`config.mk`:
```
export PLATFORM = sky130hd
export DESIGN_NAME = decodifica_hamming_secded
export DESIGN_NICKNAME = d
export VERILOG_FILES = /design/src/rtl/hamming_pkg.sv /design/src/rtl/hamming_sindrome.sv /design/src/rtl/decodifica_hamming_secded.sv
export SDC_FILE = /design/constraint.sdc
export NUM_CORES = 1
export LEC_CHECK = 0
export ABC_CLOCK_PERIOD_IN_PS = 4700
export CORE_UTILIZATION = 25
export CTS_CLUSTER_SIZE = 20
export DETAILED_ROUTE_END_ITERATION = 10
export PLACE_DENSITY_LB_ADDON = 0.25
export SLEW_MARGIN = 20
export SYNTH_ARGS = -nofsm -noshare
export SYNTH_HDL_FRONTEND = slang
export SYNTH_SLANG_ARGS = --single-unit
```
`constraint.sdc`:
```
create_clock -name clk -period 4.7 [get_ports clk]
set_input_delay 0.94 -clock clk [delete_from_list [all_inputs] [get_ports clk]]
set_output_delay 0.94 -clock clk [all_outputs]
set_load 0.02 [all_outputs]
```
`src/rtl/hamming_pkg.sv`:
```
// Shared helpers for the SECDED Hamming decoder: position arithmetic,
// check-bit adequacy test and the error classification type.
package hamming_pkg;

    typedef enum logic [1:0] {
        LIMPO,
        SIMPLES,
        DUPLO
    } err_kind;

    localparam int MAX_POS = 4096;

    function automatic logic is_pow2(input int pos);
        return (pos > 0) && ((pos & (pos - 1)) == 0);
    endfunction

    // Data index 0 sits at the lowest non-power-of-two position (3).
    function automatic int data_pos(input int idx);
        int cnt;
        int found;
        cnt   = 0;
        found = 0;
        for (int p = 3; (p < MAX_POS) && (found == 0); p++) begin
            if (!is_pow2(p)) begin
                if (cnt == idx) found = p;
                cnt++;
            end
        end
        return found;
    endfunction

    function automatic logic par_w_adequate(input int data_w, input int par_w);
        return (longint'(1) << par_w) >= longint'(data_w + par_w + 1);
    endfunction

endpackage

```
`src/rtl/hamming_sindrome.sv`:
```
// Combinational syndrome and overall-parity generator for a SECDED codeword
// laid out with position 1 at the MSB and the overall parity bit at bit 0.
module hamming_sindrome
    import hamming_pkg::*;
#(
    parameter int DATA_W = 11,
    parameter int PAR_W  = 4
) (
    input  logic [DATA_W+PAR_W:0] in_cw,
    output logic [PAR_W-1:0]      syndrome,
    output logic                  parity
);

    localparam int N = DATA_W + PAR_W;

    genvar gi;
    genvar gp;
    generate
        for (gi = 0; gi < PAR_W; gi++) begin : g_syn
            logic [N:1] terms;
            for (gp = 1; gp <= N; gp++) begin : g_pos
                if (((gp >> gi) & 1) != 0) begin : g_on
                    assign terms[gp] = in_cw[N + 1 - gp];
                end else begin : g_off
                    assign terms[gp] = 1'b0;
                end
            end
            assign syndrome[gi] = ^terms;
        end
    endgenerate

    assign parity = ^in_cw;

endmodule

```
`src/rtl/decodifica_hamming_secded.sv`:
```
// Two-stage pipelined SECDED Hamming decoder with valid/ready handshake,
// optional correction bypass and saturating single/double error counters.
module decodifica_hamming_secded
    import hamming_pkg::*;
#(
    parameter int DATA_W = 11,
    parameter int PAR_W  = 4,
    parameter int CNT_W  = 16
) (
    input  logic                  clk,
    input  logic                  rst_n,
    input  logic                  in_valid,
    output logic                  in_ready,
    input  logic [DATA_W+PAR_W:0] in_cw,
    input  logic                  corr_en,
    output logic                  out_valid,
    input  logic                  out_ready,
    output logic [DATA_W-1:0]     out_data,
    output logic                  out_single,
    output logic                  out_double,
    output logic [PAR_W-1:0]      out_syndrome,
    output logic [CNT_W-1:0]      cnt_single,
    output logic [CNT_W-1:0]      cnt_double,
    input  logic                  cnt_clear
);

    localparam int N = DATA_W + PAR_W;
    localparam logic [PAR_W:0] N_POS = (PAR_W + 1)'(N);

    generate
        if (!par_w_adequate(DATA_W, PAR_W)) begin : g_par_check
            $error("PAR_W too small: 2**PAR_W must be >= DATA_W+PAR_W+1");
        end
    endgenerate

    logic [PAR_W-1:0]  syn_now;
    logic              par_now;
    logic [DATA_W-1:0] data_now;

    logic              s1_valid_reg;
    logic [DATA_W-1:0] s1_data_reg;
    logic [PAR_W-1:0]  s1_syn_reg;
    logic              s1_par_reg;
    logic              s1_corr_reg;

    logic              s2_valid_reg;
    logic [DATA_W-1:0] s2_data_reg;
    logic              s2_single_reg;
    logic              s2_double_reg;
    logic [PAR_W-1:0]  s2_syn_reg;

    logic [CNT_W-1:0]  cnt_single_reg;
    logic [CNT_W-1:0]  cnt_double_reg;

    err_kind           kind_next;
    logic              flip_next;
    logic [DATA_W-1:0] data_next;
    logic              s1_load;
    logic              s2_load;
    logic              xfer;

    hamming_sindrome #(
        .DATA_W (DATA_W),
        .PAR_W  (PAR_W)
    ) u_sindrome (
        .in_cw    (in_cw),
        .syndrome (syn_now),
        .parity   (par_now)
    );

    // Only the data positions travel past S1; check bits live on as syndrome.
    genvar gi;
    generate
        for (gi = 0; gi < DATA_W; gi++) begin : g_data
            localparam int POS = data_pos(gi);
            assign data_now[DATA_W-1-gi]  = in_cw[N + 1 - POS];
            assign data_next[DATA_W-1-gi] = s1_data_reg[DATA_W-1-gi]
                                          ^ (flip_next && (s1_syn_reg == PAR_W'(POS)));
        end
    endgenerate

    assign s2_load  = !s2_valid_reg || out_ready;
    assign s1_load  = !s1_valid_reg || s2_load;
    assign in_ready = s1_load;
    assign xfer     = s2_valid_reg && out_ready;

    always_comb begin
        kind_next = LIMPO;
        if (s1_syn_reg == '0) begin
            kind_next = s1_par_reg ? SIMPLES : LIMPO;
        end else if (s1_par_reg && ({1'b0, s1_syn_reg} <= N_POS)) begin
            kind_next = SIMPLES;
        end else begin
            kind_next = DUPLO;
        end
    end

    // A zero syndrome never matches a data position, so parity-bit errors flip nothing.
    assign flip_next = s1_corr_reg && (kind_next == SIMPLES);

    always_ff @(posedge clk or negedge rst_n) begin
        if (!rst_n) begin
            s1_valid_reg <= 1'b0;
            s1_data_reg  <= '0;
            s1_syn_reg   <= '0;
            s1_par_reg   <= 1'b0;
            s1_corr_reg  <= 1'b0;
        end else if (s1_load) begin
            s1_valid_reg <= in_valid;
            s1_data_reg  <= data_now;
            s1_syn_reg   <= syn_now;
            s1_par_reg   <= par_now;
            s1_corr_reg  <= corr_en;
        end
    end

    always_ff @(posedge clk or negedge rst_n) begin
        if (!rst_n) begin
            s2_valid_reg  <= 1'b0;
            s2_data_reg   <= '0;
            s2_single_reg <= 1'b0;
            s2_double_reg <= 1'b0;
            s2_syn_reg    <= '0;
        end else if (s2_load) begin
            s2_valid_reg  <= s1_valid_reg;
            s2_data_reg   <= data_next;
            s2_single_reg <= (kind_next == SIMPLES);
            s2_double_reg <= (kind_next == DUPLO);
            s2_syn_reg    <= s1_syn_reg;
        end
    end

    // Clear wins over a same-cycle transfer; counts stick at all-ones.
    always_ff @(posedge clk or negedge rst_n) begin
        if (!rst_n) begin
            cnt_single_reg <= '0;
            cnt_double_reg <= '0;
        end else if (cnt_clear) begin
            cnt_single_reg <= '0;
            cnt_double_reg <= '0;
        end else if (xfer) begin
            if (s2_single_reg && (cnt_single_reg != '1))
                cnt_single_reg <= cnt_single_reg + CNT_W'(1);
            if (s2_double_reg && (cnt_double_reg != '1))
                cnt_double_reg <= cnt_double_reg + CNT_W'(1);
        end
    end

    assign out_valid    = s2_valid_reg;
    assign out_data     = s2_data_reg;
    assign out_single   = s2_single_reg;
    assign out_double   = s2_double_reg;
    assign out_syndrome = s2_syn_reg;
    assign cnt_single   = cnt_single_reg;
    assign cnt_double   = cnt_double_reg;

endmodule

```
==> results of run 1 <==
-- final cells by class --
class / instances / area share [%]
repair buffers: 75 / 15.61
well taps: 176 / 4.687
flip-flops and latches: 68 / 36.22
clock inverters: 5 / 1.119
clock buffers: 10 / 5.087
multi-input cells: 251 / 36.96
inverters: 4 / 0.3196
-- through the flow --
step           power (mW)  util [%]  hold slack [ps]
6_report            1.819     34.92            463.5
5_1_grt             1.921     34.92            512.8
4_1_cts             1.859     34.92            464.1
3_5_place_dp        1.180     32.76            451.7
3_3_place_gp        1.176     32.79            462.0
2_1_floorplan      0.9834         -            439.4
-- kinds of logic after synthesis --
family | Yosys count
mux | 19
compound gates | 36
xor+xnor | 65
buf+inv | 15
fa+ha+maj | 2
simple gates | 129
flops | 68
-- critical path, cell delays in order --
cell and delay, ps:
clkdlybuf4s50_1 540, nor2b_2 70, nand2_1 110, clkdlybuf4s50_1 630
-- cells in the final DEF, fill, tap and decap left out, types with 3 or more instances in the layout --
cell type / n
a211oi_1: 8
nand3_1: 14
nor3_1: 8
nand2b_1: 4
nor4_1: 3
nand4_1: 5
clkbuf_16: 9
buf_4: 3
a21oi_1: 8
nor2_1: 48
o21ai_0: 12
nand2_1: 26
dfrtp_1: 68
xor2_1: 8
inv_1: 4
xnor2_1: 56
clkdlybuf4s50_1: 70
clkinv_2: 3
mux2_2: 17
nor4_2: 4
-- per-layer routing --
layer | wire [um] | global-route usage [%] | up-vias
met1 | 3545 | 14.40 | 1231
li1 | - | - | 1306
met5 | 0 | 0 | -
met2 | 3960 | 20.15 | 59
met3 | 343 | 3.443 | 13
met4 | 114 | 4.398 | 0
-- worst max-delay path by stage --
stage | start | to | slack [ps] | cells past startpoint
2_1_floorplan | out_ready | in_ready | 2200 | 3
3_3_place_gp | out_ready | in_ready | 1470 | 4
3_5_place_dp | out_ready | in_ready | 1470 | 4
4_1_cts | out_ready | in_ready | 1460 | 4
5_1_grt | out_ready | in_ready | 1420 | 4
6_report | out_ready | in_ready | 1470 | 4
-- power by group through the flow --
| stage | Combinational, mW | Sequential, mW | Clock (mW) |
|---|---|---|---|
| after floorplan | 0.189 | 0.795 | 0 |
| after global placement | 0.420 | 0.756 | 0 |
| after detailed placement | 0.423 | 0.757 | 0 |
| after CTS | 0.425 | 0.747 | 0.686 |
| after global routing | 0.451 | 0.761 | 0.710 |
| final | 0.415 | 0.744 | 0.660 |
==> impl_results.md, run 1 <==
* Max Freq at 309.3 MHz
* Area Overhead vs Synth at 34.44%
* Skew-Pair Late Insertion Delay at 330 ps
* Synth top area share at 48.69%
* Synth Cell Area at 0.003495 mm^2
* # nets final at 433
* Footprint of the multi-input gates at 0.001737 mm^2
* Placed Cells at 574
* Rel. slew slack at 48.04%
* Port Buffers at 72
* RSZ-0062 raised after global routing: false
* Hpwl dp at 5.945 mm
* Yosys reg bits at 68
* Clk slew on worst S/H paths at 50 ps
* Adder-cell share of the synthesized area at 0.7161%
* Critical path type: in2out
* Critical R2R Capture: cnt_single[15]
* Fin crit share at 68.79%
* Min-Delay Path Class: reg2reg
* Global-route wire length before repair at 13.18 mm
* Antenna-violating nets left at 0
* Most common cell in the netlist: dfrtp_1
* Die Footprint at 0.01446 mm^2
* PwrDens at 387.1 mW/mm^2
* Placement Rows at 42
* Gate power share at 22.8%
* Fin cells at 589
* Switching Fraction at 29.08%
* DRC viols at 0
* Async S/R FF share, synth at 100.0%
* Post-layout instance area at 0.004698 mm^2
* Commonest cells in the netlist: dfrtp_1, xnor2_1, nor2_1
* CP Launch Type: input pin
* Routed vias at 2,609
* Total wire length at 7.963 mm
* Final worst slack at 1467 ps
* Detailed Routing Iterations Pass 1 at 4
* Internal power at 1.290 mW
* Worst slew pin tran at 776.6 ps
* Gr ovfl total at 0
* Synth Area per Inst at 10.46 um^2
* Max cap viols at 0
* WHS Path Cells at 1
* Synthesized Nets at 358
* RePlAce Congestion at 0.7466
* RR Startpoint: out_valid
* WL/cell at 13.52 um
* Count of final max-slew check failures at 0
* Root buffer cell: clkbuf_16
* Core Box Area at 0.01345 mm^2
* Num CTS Buffers at 9
* 1st-iter DRT viols at 94
* Post-synth top area cell: dfrtp_1
* Simple-gate share of the synthesized area at 19.30%
* Clock sink total at 68
* Finish-stage setup viols at 0
* Largest net degree at the start of global routing at 37
* Io pins at 73
* Register area share after synthesis at 48.69%
* H-tree depth at 3
* Layout cell share with drive strength beyond 1 at 12.59%
* Largest family of logic cells by synthesized area: simple AND/OR/NAND/NOR gates
* Mux cell area share after synthesis at 6.051%
* Max FO, Critical Path at 3
* Area post-placement at 0.004407 mm^2
* Reg power frac at 40.9%
* Hold Path End: out_valid
* Worst reg2reg path depth at 5
* Worst EP arrival at 2290 ps
* Initial antenna violation count at 0
* Fillers at 1,408
* Type of destination of the critical path: output pin
* Run status: complete, no violations
* Minimum clock period at 3233 ps
* Post-CTS Resized at 0
* Setup Skew at 4.194 ps
* Via density at 4.430
* Sw Pwr at 0.5289 mW
* Top_reg_cell synth: dfrtp_1
* Main area contributors after synthesis: dfrtp_1, xnor2_1, mux2_2
* Diode count at 0
* CTS Buffer Depth at 2
* Number of distinct library cells after synthesis at 41
* Synthesis Warnings at 0
* Synth Area in Compound Gates at 6.874%
* Clock network fraction of total power at 36.3%
* Reg-to-reg slack, setup at 2660 ps
* Sum of negative setup slack at 0 ps
* Peak supply drop at 185.9 uV
* Initial Util at 25.98%
* Hold Path Origin: s1_valid_reg
* CTS tree: done
* EDFF count, synth at 0
* Number of global-route vias before repair at 2,612
* Die Span Y at 120.2 um
* Dpl ws at 1473 ps
* Leak at 1.731 nW
* Post-Synth XOR/XNOR Area at 16.68%
* Tot GR Track Use at 11.94%
* Hold Buf Count CTS at 0
* Worst Path Required at 3760 ps
* Die width at 120.2 um
* FF/Latch Area at 0.001702 mm^2
* Cells after synthesis at 334
* Final-report hold violation count at 0
* Post-CTS Setup Bufs at 0
No activity file was read; power rests on OpenSTA's default activity.
==> run 2: changes to the inputs <==
--- a/config.mk
+++ b/config.mk
@@ -5,7 +5,7 @@
 export SDC_FILE = /design/constraint.sdc
 export NUM_CORES = 1
 export LEC_CHECK = 0
-export ABC_CLOCK_PERIOD_IN_PS = 4700
+export ABC_CLOCK_PERIOD_IN_PS = 3190
 export CORE_UTILIZATION = 25
 export CTS_CLUSTER_SIZE = 20
 export DETAILED_ROUTE_END_ITERATION = 10
==> constraint.sdc (replaced) <==
create_clock -name clk -period 3.19 [get_ports clk]
set_input_delay 0.638 -clock clk [delete_from_list [all_inputs] [get_ports clk]]
set_output_delay 0.638 -clock clk [all_outputs]
set_load 0.02 [all_outputs]
==> impl_results.md, run 2 (synthesized netlist as in run 1, its figures left out) <==
* Run status: complete, no violations
* Core Box Area at 0.01345 mm^2 (unchanged)
* Number of global-route vias before repair at 2,511 (-3.9%)
* CP Launch Type: input pin
* Gr ovfl total at 0 (unchanged)
* Leak at 1.748 nW (+0.96%)
* Final-report hold violation count at 0 (unchanged)
* Type of destination of the critical path: output pin
* Io pins at 73 (unchanged)
* Critical path type: in2out
* Footprint of the multi-input gates at 0.001737 mm^2 (unchanged)
* Worst EP arrival at 2040 ps (-250 ps)
* CTS Buffer Depth at 2 (unchanged)
* Placement Rows at 42 (unchanged)
* Via density at 4.497 (+1.5%)
* Largest net degree at the start of global routing at 39 (+5.4%)
* Met3 routed wirelength at 370 um (+7.9%)
* Port Buffers at 72 (unchanged)
* Rel. slew slack at 46.95% (-1.1 points)
* Finish-stage setup viols at 0 (unchanged)
* Fillers at 1,387 (-1.5%)
* Commonest non-fill, non-tap cell in the layout: clkdlybuf4s50_1
* 1st-iter DRT viols at 122 (+30%)
* H-tree depth at 3 (unchanged)
* Peak supply drop at 279.2 uV (+50%)
* CTS tree: done
* Sum of negative setup slack at 0 ps (unchanged)
* Worst reg2reg path depth at 5 (unchanged)
* RePlAce Congestion at 0.7410 (-0.75%)
* FF/Latch Area at 0.001702 mm^2 (unchanged)
* Post-CTS Setup Bufs at 0 (unchanged)
* Skew-Pair Late Insertion Delay at 330 ps (about the same)
* Max FO, Critical Path at 3 (unchanged)
* Critical R2R Capture: cnt_single[5]
* PwrDens at 579.0 mW/mm^2 (+50%)
* Max Freq at 373.1 MHz
* Total wire length at 8.044 mm (+1.0%)
* Die width at 120.2 um (unchanged)
* Max cap viols at 0 (unchanged)
* RR Startpoint: cnt_single[10]
* RSZ-0062 raised after global routing: false
* Root buffer cell: clkbuf_16
* Initial antenna violation count at 0 (unchanged)
* Num CTS Buffers at 9 (unchanged)
* Min-Delay Path Class: in2async
* Die Span Y at 120.2 um (unchanged)
* Initial Util at 25.98% (unchanged)
* Worst Path Required at 2550 ps (-1210 ps)
* Routed vias at 2,658 (+1.9%)
* Worst slew pin tran at 792.8 ps (+16.22 ps)
* Die Footprint at 0.01446 mm^2 (unchanged)
* Clock sink total at 68 (unchanged)
* Detailed Routing Iterations Pass 1 at 4 (unchanged)
* Count of final max-slew check failures at 0 (unchanged)
* WL met1 at 3.754 mm (+5.9%)
* WL/cell at 13.61 um (+0.68%)
* Worst hold slack at 375.3 ps (-88.23 ps)
* Setup Skew at 5.313 ps (+1.119 ps)
* Antenna-violating nets left at 0 (unchanged)
* Area Overhead vs Synth at 35.95%
* Layout cell share with drive strength beyond 1 at 12.77% (+0.18 points)
* Met2 wire len at 3.826 mm (-3.4%)
* Most frequent cells in the layout: clkdlybuf4s50_1, dfrtp_1, xnor2_1, nor2_1, nand2_1
* Post-CTS Resized at 0 (unchanged)
* Hpwl dp at 5.980 mm (+0.58%)
* Diode count at 0 (unchanged)
* DRC viols at 0 (unchanged)
* Tot GR Track Use at 12.00% (+0.056 points)
* Clk slew on worst S/H paths at 50 ps (about the same)
* # nets final at 435 (+0.46%)
* Crit. Startpoint: out_ready
* Hold Buf Count CTS at 0 (unchanged)
* Minimum clock period at 2680 ps
* Fin crit share at 84.02%
* Reg-to-reg slack, setup at 1180 ps (-1480 ps)
* Global-route wire length before repair at 13.24 mm (+0.47%)
* DR top layer: met4
## run 2: power breakdown
group	internal (mW)	switching, mW
combinational	0.312	0.313
sequential	0.978	0.120
clock	0.664	0.363
total	1.95	0.796
## run 2: worst max-delay path, cell delays in order
cell             delay [ps]
clkdlybuf4s50_1         550
nor2b_2                  70
nand2_1                 150
clkdlybuf4s50_1         630
## run 2: metrics by stage
| stage | total power [mW] | std cells | setup slack (ps) | cell area [um^2] | utilization (%) |
|---|---|---|---|---|---|
| after global placement | 1.740 | 576 | 486.4 | 4439 | 33.00 |
| after detailed placement | 1.750 | 576 | 487.4 | 4439 | 33.00 |
| final | 2.751 | 591 | 509.9 | 4751 | 35.31 |
| after global routing | 2.888 | 591 | 461.9 | 4751 | 35.31 |
| after floorplan | 1.449 | 334 | 1293 | 3495 | - |
| after CTS | 2.807 | 591 | 478.9 | 4751 | 35.31 |
## run 2: worst max-delay path by stage
stage / slack (ps) / end / depth (start not counted)
after floorplan: 1290 / in_ready / 3
final: 510 / in_ready / 4
after detailed placement: 490 / in_ready / 4
after CTS: 480 / in_ready / 4
after global placement: 490 / in_ready / 4
after global routing: 460 / in_ready / 4
## run 2: layout make-up
| cell class | count | share of cell area, % |
|---|---|---|
| clock inverter | 3 | 0.9481 |
| multi-input combinational | 251 | 36.56 |
| sequential | 68 | 35.82 |
| timing repair buffer | 77 | 16.12 |
| clock buffer | 12 | 5.610 |
| tap | 176 | 4.635 |
| inverter | 4 | 0.3160 |
## run 2: layer usage
layer,up-vias,track usage (%)
li1,1315,-
met1,1269,15.68
met2,66,18.28
met3,8,3.821
met4,0,4.861
met5,-,0
==> run 3: changes to the inputs <==
--- a/config.mk
+++ b/config.mk
@@ -5,7 +5,7 @@
 export SDC_FILE = /design/constraint.sdc
 export NUM_CORES = 1
 export LEC_CHECK = 0
-export ABC_CLOCK_PERIOD_IN_PS = 3190
+export ABC_CLOCK_PERIOD_IN_PS = 2230
 export CORE_UTILIZATION = 25
 export CTS_CLUSTER_SIZE = 20
 export DETAILED_ROUTE_END_ITERATION = 10
==> constraint.sdc (replaced) <==
create_clock -name clk -period 2.23 [get_ports clk]
set_input_delay 0.446 -clock clk [delete_from_list [all_inputs] [get_ports clk]]
set_output_delay 0.446 -clock clk [all_outputs]
set_load 0.02 [all_outputs]
==> impl_results.md, run 3 (synthesized netlist as in run 1, its figures left out) <==
* Run status: complete, no violations
* Max cap viols at 0 (unchanged)
* Number of global-route vias before repair at 2,802 (+12%)
* Initial Util at 25.98% (unchanged)
* Worst hold slack at 55.85 ps (-319.4 ps)
* Die Span Y at 120.2 um (unchanged)
* Tot GR Track Use at 12.58% (+0.58 points)
* Detailed Routing Iterations Pass 1 at 6 (+2)
* Worst slew pin tran at 524.4 ps (-268.4 ps)
* PwrDens at 819.6 mW/mm^2 (+42%)
* Critical R2R Capture: cnt_double[11]
* Gr ovfl total at 0 (unchanged)
* Worst Path Required at 2500 ps (-50 ps)
* Leak at 1.786 nW (+2.2%)
* Via density at 4.463 (-0.76%)
* Placed Cells at 584 (+1.4%)
* Largest net degree at the start of global routing at 34 (-13%)
* Type of destination of the critical path: flop
* Most frequent cells in the layout: clkdlybuf4s50_1, dfrtp_1, xnor2_1, nor2_1, nand2_1
* Worst Setup EP: cnt_double[13]
* Port Buffers at 72 (unchanged)
* Reg-to-reg slack, setup at 320 ps (-860 ps)
* RePlAce Congestion at 0.7503 (+1.3%)
* Post-layout instance area at 0.004808 mm^2 (+1.2%)
* Max FO, Critical Path at 3 (unchanged)
* Diode count at 0 (unchanged)
* Fin crit share at 88.84%
* Fillers at 1,403 (+1.2%)
* RSZ-0062 raised after global routing: false
* Antenna-violating nets left at 0 (unchanged)
* Min-Delay Path Class: in2async
* # nets final at 443 (+1.8%)
* Core Box Area at 0.01345 mm^2 (unchanged)
* Clk slew on worst S/H paths at 60 ps (about the same)
* Critical path type: in2reg
* Hpwl dp at 6.200 mm (+3.7%)
* Hold Buf Count CTS at 0 (unchanged)
* Io pins at 73 (unchanged)
* Root buffer cell: clkbuf_16
* Critical path's slowest cell: clkdlybuf4s50_1
* CTS Buffer Depth at 2 (unchanged)
* Rel. slew slack at 64.77% (+18 points)
* Routed vias at 2,678 (+0.75%)
* Num CTS Buffers at 9 (unchanged)
* Critical-path cell list: clkdlybuf4s50_1, buf_4, nand3_2, nor4_2, nand4_1, or3_1, a21oi_1
* Skew-Pair Late Insertion Delay at 340 ps (about the same)
* Final-report hold violation count at 0 (unchanged)
* Die width at 120.2 um (unchanged)
* Finish-stage setup viols at 0 (unchanged)
* Clock sink total at 68 (unchanged)
* Minimum clock period at 1981 ps
* CTS tree: done
* WL/cell at 13.67 um (+0.41%)
* Maximum single-stage delay on the critical path at 550 ps (-80 ps)
* Crit. Startpoint: out_ready
* Count of final max-slew check failures at 0 (unchanged)
* Worst reg2reg path depth at 6 (+1)
* 1st-iter DRT viols at 144 (+18%)
* Peak supply drop at 366.2 uV (+31%)
* Area post-placement at 0.004499 mm^2 (+1.4%)
* Area Overhead vs Synth at 37.59%
* Total wire length at 8.200 mm (+1.9%)
* Worst EP arrival at 2250 ps (+210 ps)
* Die Footprint at 0.01446 mm^2 (unchanged)
* Fin cells at 600 (+1.5%)
* Global-route wire length before repair at 14.05 mm (+6.1%)
* H-tree depth at 3 (unchanged)
* Initial antenna violation count at 0 (unchanged)
* DRC viols at 0 (unchanged)
* Placement Rows at 42 (unchanged)
* Core Util, Final at 35.74% (+0.43 points)
* Max Freq at 504.8 MHz
* CP Launch Type: input pin
* RR Startpoint: cnt_double[0]
* Layout cell share with drive strength beyond 1 at 14.62% (+1.9 points)
* Total power at 3.941 mW (+43%)
* Commonest non-fill, non-tap cell in the layout: clkdlybuf4s50_1
* Setup Skew at 5.318 ps (+0.004860 ps)
-- run 3: metal layers --
| metal | part of all wire [%] | routed length [um] | vias up | GRT usage [%] |
|---|---|---|---|---|
| li1 | - | - | 1326 | - |
| met3 | 4.5 | 369 | 13 | 2.453 |
| met1 | 46 | 3761 | 1277 | 15.09 |
| met2 | 47 | 3889 | 62 | 21.12 |
| met5 | 0 | 0 | - | 0 |
| met4 | 2.2 | 178 | 0 | 6.944 |
-- run 3: worst min-delay path by stage --
| stage | end | slack (ps) | cells past startpoint |
|---|---|---|---|
| detailed placement | cnt_single[2] | 430 | 1 |
| floorplan | cnt_double[0] | 150 | 0 |
| CTS | cnt_double[9] | 60 | 1 |
| global route | cnt_double[8] | 100 | 1 |
| finish | cnt_single[2] | 60 | 1 |
| global placement | cnt_single[4] | 430 | 1 |
-- run 3: worst max-delay path: cells and delay by family --
family / cells / cell delay, ps
buffers and inverters: 2 / 690
and+or+nand+nor: 4 / 960
AOI/OAI and AO/OA: 1 / 150
-- run 3: power breakdown --
part | switching (mW) | internal, mW | total (mW) | leakage [nW]
registers | 0.174 | 1.40 | 1.57 | 0.866
clock network | 0.556 | 0.904 | 1.46 | 0.146
logic | 0.452 | 0.456 | 0.907 | 0.774
total | 1.18 | 2.76 | 3.94 | 1.79
-- run 3: metrics by stage --
step / setup slack, ps / TNS (ps)
after global placement: -52.18 / -150.6
after CTS: 228.8 / 0
after floorplan: 365.3 / 0
after detailed placement: -119.0 / -340.4
final: 248.9 / 0
after global routing: 97.91 / 0
-- run 3: cell type report --
cell class / instances / area, um^2 / area share, %
repair buffers: 85 / 824.5 / 17.15
well taps: 176 / 220.2 / 4.580
clock buffers: 10 / 239.0 / 4.970
multi-input cells: 251 / 1737 / 36.12
flip-flops and latches: 68 / 1702 / 35.39
clock inverters: 6 / 71.32 / 1.483
inverters: 4 / 15.01 / 0.3123
-- run 3: timing repair --
action                                  in CTS  in global routing
setup buffers                                0                  0
resized for setup                            1                  0
endpoints found under the setup margin       1                  0
